==> src/rtl/protocol_sched.sv <==
// Round-robin scheduler that hands a single shared protocol engine to one of
// N_REQ requesters at a time, with a per-transaction WAIT timeout.
module protocol_sched #(
  parameter int N_REQ   = 4,
  parameter int TIMEOUT = 16
) (
  input  logic             clk,
  input  logic             rstn,
  input  logic [N_REQ-1:0] req,
  input  logic             link_busy,
  output logic [N_REQ-1:0] grant,
  output logic             link_start,
  output logic [N_REQ-1:0] done,
  output logic [N_REQ-1:0] err,
  output logic             busy
);

  localparam int IDW = $clog2(N_REQ);
  localparam int CW  = $clog2(TIMEOUT);

  typedef enum logic [2:0] {
    IDLE  = 3'd0,
    GRANT = 3'd1,
    START = 3'd2,
    WAIT  = 3'd3,
    DONE  = 3'd4
  } state_t;

  state_t           state_q, state_d;
  logic [IDW-1:0]   rr_q, rr_d;
  logic [IDW-1:0]   owner_q, owner_d;
  logic [CW-1:0]    cnt_q, cnt_d;
  logic             tmo_q, tmo_d;

  logic             win_found;
  logic [IDW-1:0]   win_id;
  logic [N_REQ-1:0] owner_oh;
  logic             owns_link;

  // First set request at or above rr_q, wrapping around, wins.
  always_comb begin
    win_found = 1'b0;
    win_id    = rr_q;
    for (int i = 0; i < N_REQ; i++) begin
      if (!win_found && req[(int'(rr_q) + i) % N_REQ]) begin
        win_found = 1'b1;
        win_id    = IDW'((int'(rr_q) + i) % N_REQ);
      end
    end
  end

  always_comb begin
    state_d = state_q;
    rr_d    = rr_q;
    owner_d = owner_q;
    cnt_d   = cnt_q;
    tmo_d   = tmo_q;
    case (state_q)
      IDLE: begin
        if (win_found) begin
          owner_d = win_id;
          state_d = GRANT;
        end
      end
      GRANT: state_d = START;
      START: begin
        cnt_d   = '0;
        state_d = WAIT;
      end
      WAIT: begin
        // A falling link_busy wins over a simultaneous timeout.
        if (!link_busy) begin
          state_d = DONE;
        end else if (cnt_q == CW'(TIMEOUT - 1)) begin
          tmo_d   = 1'b1;
          state_d = DONE;
        end else begin
          cnt_d = cnt_q + 1'b1;
        end
      end
      DONE: begin
        rr_d    = (owner_q == IDW'(N_REQ - 1)) ? '0 : owner_q + 1'b1;
        tmo_d   = 1'b0;
        state_d = IDLE;
      end
      default: begin
        tmo_d   = 1'b0;
        state_d = IDLE;
      end
    endcase
  end

  always_ff @(posedge clk or negedge rstn) begin
    if (!rstn) begin
      state_q <= IDLE;
      rr_q    <= '0;
      owner_q <= '0;
      cnt_q   <= '0;
      tmo_q   <= 1'b0;
    end else begin
      state_q <= state_d;
      rr_q    <= rr_d;
      owner_q <= owner_d;
      cnt_q   <= cnt_d;
      tmo_q   <= tmo_d;
    end
  end

  // Outputs decode only from registered state, so reset clears them at once.
  assign owner_oh   = N_REQ'(1) << owner_q;
  assign owns_link  = (state_q == GRANT) || (state_q == START) ||
                      (state_q == WAIT)  || (state_q == DONE);
  assign grant      = owns_link ? owner_oh : '0;
  assign link_start = (state_q == START);
  assign done       = (state_q == DONE) ? owner_oh : '0;
  assign err        = ((state_q == DONE) && tmo_q) ? owner_oh : '0;
  assign busy       = (state_q != IDLE);

endmodule

==> config.mk <==
export PLATFORM = sky130hd
export DESIGN_NAME = protocol_sched
export DESIGN_NICKNAME = d
export VERILOG_FILES = /design/src/rtl/protocol_sched.sv
export SDC_FILE = /design/constraint.sdc
export NUM_CORES = 1
export LEC_CHECK = 0
export BUFFER_PORTS_ARGS = -buffer_cell sky130_fd_sc_hd__buf_2
export CAP_MARGIN = 20
export CORE_MARGIN = 1
export CORE_UTILIZATION = 30
export CTS_CLUSTER_DIAMETER = 30
export CTS_CLUSTER_SIZE = 20
export DETAILED_ROUTE_END_ITERATION = 10
export GPL_TIMING_DRIVEN = 1
export HOLD_SLACK_MARGIN = 0.06
export PLACE_DENSITY_LB_ADDON = 0.15
export SETUP_SLACK_MARGIN = 0.1
export SLEW_MARGIN = 20
export SYNTH_ARGS = -nofsm -noshare
export SYNTH_HDL_FRONTEND = slang
export SYNTH_SLANG_ARGS = --single-unit
export TNS_END_PERCENT = 1
==> constraint.sdc <==
create_clock -name clk -period 1.29 [get_ports clk]
set_input_delay 0.1935 -clock clk [delete_from_list [all_inputs] [get_ports clk]]
set_output_delay 0.1935 -clock clk [all_outputs]
set_load 0.005 [all_outputs]
# Yosys cells after proc, flatten, opt, wreduce, memory -nomap -nowiden
# Cells that the tools add are included.
# totals
mem_bits_rw	0
elab_cells	83
latchBits	0
ff_bits	12
memories	0
in_bits	7
rom_bits	0
# classes
mux	32
magnitude_cmp	4
n_mul	0
n_addsub	5
n_reduce_logical	21
eq_ne	11
n_shift	1
bitwise	4
n_div	0
# ops
cell	count
$mux W4	5
$mux W1	13
$lt A3 B4 Y1 const B	3
$pmux W3 S4	1
$mux W3	3
$bmux W1 S2	4
$mux W2	4
$ne A2 B2 Y1 const B	4
$pmux W4 S2	1
$eq A3 B2 Y1 const B	2
$reduce_and A3 Y1	2
$reduce_or A2 Y1	3
$add A2 B1 Y2 const B	2
$add A2 B2 Y2 const B	2
$add A4 B1 Y4 const B	1
$eq A4 B4 Y1 const B	1
$logic_and A1 B1 Y1	4
$reduce_and A2 Y1	2
$shl A1 B2 Y4 const A	1
$and A1 B1 Y1 const A	3
$eq A3 B1 Y1 const B	1
$eq A3 B3 Y1 const B	1
$logic_not A1 Y1	3
$logic_not A3 Y1	1
other kinds (9)	11

# Depth between registers and ports, before layout
# Gate-level depths: netlist (run 1).
# depth
depth_word	16
mapped_depth	5
depth_no_buf	5

# Least setup slack after synthesis (run 1)
# No wires, ideal clock.
# synth_path
path_type	reg2reg
from	register cnt_q[0]
to	register cnt_q[3]
setup_ns	0.129
path_slack_ns	-0.112
stages_incl_launch_ff	6
required_time_ns	1.161
arrival_ns	1.273
cell_sequence	dfrtp_1 ha_1 and3_2 or2_4 o211ai_2 o41ai_2
# synth_between
elab_chain_cells	4
elab_cells_between_ends	7
classes_between	add/sub (1); eq/ne (2); mux (3); reduce/logical (1)
# synth_lines
element	line	source
start: declaration	32	logic [CW-1:0] cnt_q, cnt_d;
start signal: assignment	104	cnt_q <= cnt_d;
$add A4 B1 Y4	78	cnt_d = cnt_q + 1'b1;
$mux W4	74	end else if (cnt_q == CW'(TIMEOUT - 1)) begin
$mux W4	72	if (!link_busy) begin
$pmux W4 S2	58	case (state_q)
# Parallel ways exist; a longest one is shown, timed or not. The select of a mux whose other input is x is not followed.
# A chain may end at the register's enable or synchronous reset.

# Worst setup path in the final report (run 1)
# layout_path
from	register state_q[0]
to	output err[1]
# layout_between
elab_chain_cells	3
# layout_lines
element	line	source
start: declaration	29	state_t state_q, state_d;
start signal: assignment	101	state_q <= state_d;
$eq A3 B3 Y1	116	assign err = ((state_q == DONE) && tmo_q) ? owner_oh : '0;
$logic_and A1 B1 Y1	116	
$mux W4	116	
end: declaration	14	output logic [N_REQ-1:0] err,
# No other way between the ends.

==> metrics.txt, run 1 <==
most common cell after layout, fill and taps aside=buf_2; Synth Register Bits=12; Final GP Congestion=slightly below 0.8; hold_ws=244.5 ps; Avg Inst Size Synth=8.922 um2; DRC=0; worst setup margin=-232.7 ps; Clk pwr share=between 10% and 20%; Routed Antenna Nets=0; DR WL/cell=between 10 and 15 um; register share of total power=30.6%; Distinct cells, synth=32; Worst setup SP type=flop; latest clock arrival within the worst-skew pair=270 ps; IO Port Bufs=20; WP data required=1100 ps; routed vias=757; Synth top area share=36.59%; Crit. End Element=output pin; GR Util All Layers=12.96%; # setup viols final=16; relative slew slack=76.48%; status=finished with violations; clk sinks=12; Leak=0.6126 nW; combinational fraction of design power=55.9%; first-pass GRT wire length=2787 um; n_diodes=0; Area Growth Syn to Fin=41.31%; worst-margin pin slew=349.6 ps; Synth Warn #=0; CTS buffer count=3; top cells by area, synth=dfrtp_1 (37%), ha_1 (7.6%), and2_1 (6.1%); grt total ovfl=0; achievable frequency=between 600 and 700 MHz; Max Cap Viol=0; Layout Skew=about 3.1 ps; final hold violation count=0; Crit Path Max Fanout=5; pwr/cell area=1943 mW/mm2; via/cell ratio=4.731; Die ar.=roughly 0.0029 mm2; violated checks=negative setup slack; HPWL Detailed=approximately 1400 um; Fin Setup TNS=-3060 ps; TritonRoute pass-1 iters=4; core area=0.002522 mm2; largest net degree at the start of global routing=13; worst vdd ir=824.3 uV; syn_nets=104; share of cells above drive strength 1=46.15%; CTS Buffer Depth=2; Ports=21; post-synthesis sequential area ratio=36.59%; Internal=1.365 mW; post-synth top area cell=dfrtp_1; row cnt=18; commonest non-fill, non-tap cells in the layout=buf_2 (21), buf_4 (12), dfrtp_1 (9); initial DRC count=11; Psw=~0.9 mW; Final #Nets=143; min Tclk post-route=approximately 1500 ps; initial antenna violation count=0; clock slew at reported path FFs=80 ps; Initial Utilization=around a third; Mapped Area=a little over 800 um2; critical setup path kind=flop to output pin; RSZ-0062 raised after global routing=true; critical path data arrival time=approximately 1300 ps; Sw Share=39.41%; die width=54.31 um; Final Max Slew Viols=0; Root Buffer=clkbuf_4; total wire length=around 1800 um; Mapped Cells=92; DIE HEIGHT=54.31 um; period utilisation layout=118.0%; H-tree levels=1; worst hold-check path type=primary input to flop; CTS tree=built; vias in the first global route=676
[critical path: stages (launching register included)]
cell,delay (ps)
dfrtp_2,460
nor3b_4,200
buf_4,150
and3_1,150
buf_2,100
[metrics by stage]
| step | setup WS (ps) | instances | instance area [um2] | power [mW] | utilization, % |
|---|---|---|---|---|---|
| floorplan | -1.477 | 92 | 827.0 | 1.299 | - |
| global route | -328.2 | 160 | 1160 | 2.470 | 45.98 |
| CTS | -234.0 | 158 | 1132 | 2.195 | 44.89 |
| detailed placement | -30.27 | 149 | 1022 | 1.713 | 40.53 |
| global placement | -3.910 | 149 | 1022 | 1.706 | 40.53 |
| finish | -232.7 | 160 | 1160 | 2.253 | 45.98 |
[power groups by stage]
| stage | Sequential, mW | Clock [mW] | Combinational [mW] |
|---|---|---|---|
| finish | 0.689 | 0.305 | 1.26 |
| global route | 0.718 | 0.322 | 1.43 |
| floorplan | 0.642 | 0 | 0.657 |
| global placement | 0.685 | 0 | 1.02 |
| CTS | 0.694 | 0.308 | 1.19 |
| detailed placement | 0.692 | 0 | 1.02 |
[cell usage after synthesis (all sizes together)]
cell,instances
o41ai,1
nand2b,3
o211ai,1
and3,6
dfrtp,12
nor2b,3
nand2,6
ha,5
xnor2,1
a21oi,4
o22ai,1
a22oi,1
o21a,1
or2,1
buf,2
o21ai,6
a41oi,1
o2bb2ai,1
a221oi,1
inv,8
nor3b,2
nor4,1
nand3b,1
nor3,1
nand3,4
nor2,9
o31ai,1
and2,8
[sequential cells by signal, indices dropped and copies added, names as in the netlist]
signal,cells
tmo_q,1
rr_q,2
state_q,3
cnt_q,4
owner_q,2
[worst paths after layout]
path | start | to | slack, ps | cells past startpoint
min in group asynchronous | rstn | cnt_q[1] | 330 | 2
worst min-delay path | req[3] | state_q[0] | 240 | 3
worst min register to register | state_q[2] | tmo_q | 530 | 1
worst max register to register | cnt_q[1] | cnt_q[3] | -80 | 5
max in group asynchronous | rstn | state_q[1] | 720 | 2
worst max-delay path | state_q[0] | err[1] | -230 | 4
[timing repair]
item	CTS	global route
endpoints found under the hold margin	12	0
resized for setup	14	3
pin swaps	10	7
hold buffers	1	0
buffers inserted	5	2
endpoints found under the setup margin	25	26
[area by class of cell]
cell class / count / area [um2]
Multi-Input combinational cell: 70 / 524.3
Fill cell: 253 / 1363
Timing Repair Buffer: 36 / 227.7
Inverter: 8 / 30.03
Clock buffer: 4 / 36.28
Tap cell: 30 / 37.54
Sequential cell: 12 / 304.0
[kinds of logic (layout without fill, tap and decap cells)]
kind of cell / after synthesis / after routing / synth area share, %
DFF: 12 / 12 / 36.59
xor gates and xnor gates: 1 / 1 / 1.067
buffers and inverters: 10 / 48 / 4.878
adders and majority gates: 5 / 5 / 7.622
and+or+nand+nor: 45 / 45 / 33.54
AOI/OAI and AO/OA: 19 / 19 / 16.31
[metal layers]
metal	track usage, %	vias to the layer above	wire [um]
li1	-	394	-
met1	15.32	347	827
met2	23.17	16	884
met3	2.500	0	51
met4	4.274	0	0
met5	0	-	0
No activity file was read; power rests on OpenSTA's default activity.
==> run 2: changes to the inputs <==
==> constraint.sdc (replaced) <==
create_clock -name clk -period 1.5 [get_ports clk]
set_input_delay 0.225 -clock clk [delete_from_list [all_inputs] [get_ports clk]]
set_output_delay 0.225 -clock clk [all_outputs]
set_load 0.005 [all_outputs]
==> run 2 against run 1 <==
  * The run still ends with negative setup slack left
  * Wire length down 7.1%
  * Critical path depth unchanged
  * Hold slack better by 32 ps
  * Combinational power down 23%
  * Clock power down 37%
  * Critical endpoint is now err[2]
  * Sequential share of layout area up 2.0 points
  * Via count down 3.3%
  * Core utilization down 3.2 points
  * Clock skew down 1.7 ps
  * Largest power group unchanged
  * First-iteration DRC count up 27%
  * Setup slack better by 180 ps
==> metrics.txt, run 2 (synthesized netlist as in run 1, its figures left out) <==
clock slew at reported path FFs=approximately 70 ps; routed vias=732; Ports=21; Final #Nets=between 100 and 150; # setup viols final=12; core area=0.002522 mm2; IO Port Bufs=20; hold path depth=3; achievable frequency=643.6 MHz; Tot Pwr=1.752 mW; R2R cell count=5; Root Buffer=clkbuf_4; register share of total power=33.7%; Initial Utilization=32.54%; total wire length=1638 um; CTS Buffer Depth=2; largest net degree at the start of global routing=13; commonest non-fill, non-tap cells in the layout=buf_2 (20), dfrtp_1 (9), and2_1 (8), nor2_1 (8); Crit. End Element=output pin; Area Growth Syn to Fin=31.40%; final core occ=42.76%; min Tclk post-route=1554 ps; critical setup path kind=flop to output pin; worst vdd ir=between 600 and 700 uV; Min-Delay Endpoint=cnt_q[3]; n_diodes=0; Clk pwr share=11.0%; GR Util All Layers=11.97%; Crit Path Max Fanout=8; critical path data arrival time=around 1300 ps; Layout Skew=between 1 and 1.5 ps; Max Cap Viol=0; DRC=0; latest clock arrival within the worst-skew pair=260 ps; Die ar.=0.002949 mm2; worst hold-check path type=primary input to flop; Reg2Reg Setup Slack=about 120 ps; Routed Antenna Nets=0; die width=about 54 um; pwr/cell area=1625 mW/mm2; worst slack, placed=~80 ps; CTS tree=built; HPWL Detailed=1339 um; Sw Share=about 41%; worst-margin pin slew=327.8 ps; DR WL/cell=between 10 and 15 um; Final Max Slew Viols=0; Leak=0.5693 nW; final hold violation count=0; period utilisation layout=103.6%; most common cell after layout, fill and taps aside=buf_2; vias in the first global route=587; CTS buffer count=3; H-tree levels=1; clk sinks=12; WP data required=1270 ps; min-delay src=link_busy; Final GP Congestion=0.7438; via/cell ratio=4.816; DIE HEIGHT=54.31 um; Top Registers=cnt_q (4), state_q (3); combinational fraction of design power=55.3%; Internal=1.033 mW; grt total ovfl=0; Psw=0.7198 mW; share of cells above drive strength 1=38.52%; initial DRC count=14; violated checks=negative setup slack; first-pass GRT wire length=2484 um; initial antenna violation count=0; TritonRoute pass-1 iters=4; r2r startpoint=cnt_q[0]; worst setup margin=-53.77 ps; Worst R2R End=cnt_q[3]; status=finished with violations; largest register by flop count=cnt_q; Worst setup SP type=flop; relative slew slack=between 70% and 80%; row cnt=18; RSZ-0062 raised after global routing=true; Largest register FFs=4
==> run 2: worst max-delay path: stages (launching register included) <==
cell     delay, ps
dfrtp_2        440
nor3b_4        230
buf_6          140
and3_1         140
buf_2          110
==> run 2: how the worst max path moves through the flow <==
stage               start       end  cells after the start  slack, ps
2_1_floorplan    cnt_q[0]  cnt_q[3]                      5        130
3_5_place_dp     cnt_q[0]  cnt_q[3]                      5         80
5_1_grt        state_q[1]  grant[1]                      4       -140
3_3_place_gp     cnt_q[0]  cnt_q[3]                      5        100
4_1_cts        state_q[0]    err[2]                      4        -80
6_report       state_q[0]    err[2]                      4        -50
==> run 2: what timing repair did <==
item | 4_1_cts | 5_1_grt
setup endpoints to repair | 15 | 15
buffers inserted | 3 | 0
pin swaps | 2 | 3
hold endpoints to repair | 12 | 0
resized for setup | 8 | 3
hold buffers | 1 | 0
==> run 2: metrics by stage <==
stage | instances | hold WS, ps | cell area (um2) | TNS [ps]
floorplan | 92 | -70.59 | 824.5 | 0
global placement | 145 | 125.3 | 989.7 | 0
detailed placement | 145 | 127.5 | 989.7 | 0
CTS | 152 | 270.6 | 1067 | -563.7
global route | 152 | 268.9 | 1079 | -1599
finish | 152 | 276.4 | 1079 | -344.6
==> run 2: final cells by class <==
type | instances | area [um2]
clock buffers | 3 | 22.52
flip-flops and latches | 12 | 304.0
fillers | 253 | 1444
multi-input cells | 70 | 508.0
well taps | 30 | 37.54
repair buffers | 29 | 173.9
inverters | 8 | 32.53
==> run 2: routing by layer <==
layer | wire length, um | track usage [%] | part of all wire [%] | vias up
li1 | - | - | - | 378
met3 | 68 | 2.500 | 4.2 | 2
met1 | 798 | 15.27 | 49 | 334
met4 | 12 | 6.410 | 0.73 | 0
met5 | 0 | 0 | 0 | -
met2 | 759 | 18.70 | 46 | 18
==> run 2: power groups by stage <==
stage	Combinational (mW)	Clock [mW]	Sequential, mW
after floorplan	0.563	0	0.551
after global placement	0.829	0	0.589
after detailed placement	0.838	0	0.593
after CTS	0.966	0.203	0.580
after global routing	1.09	0.220	0.608
final	0.969	0.193	0.590
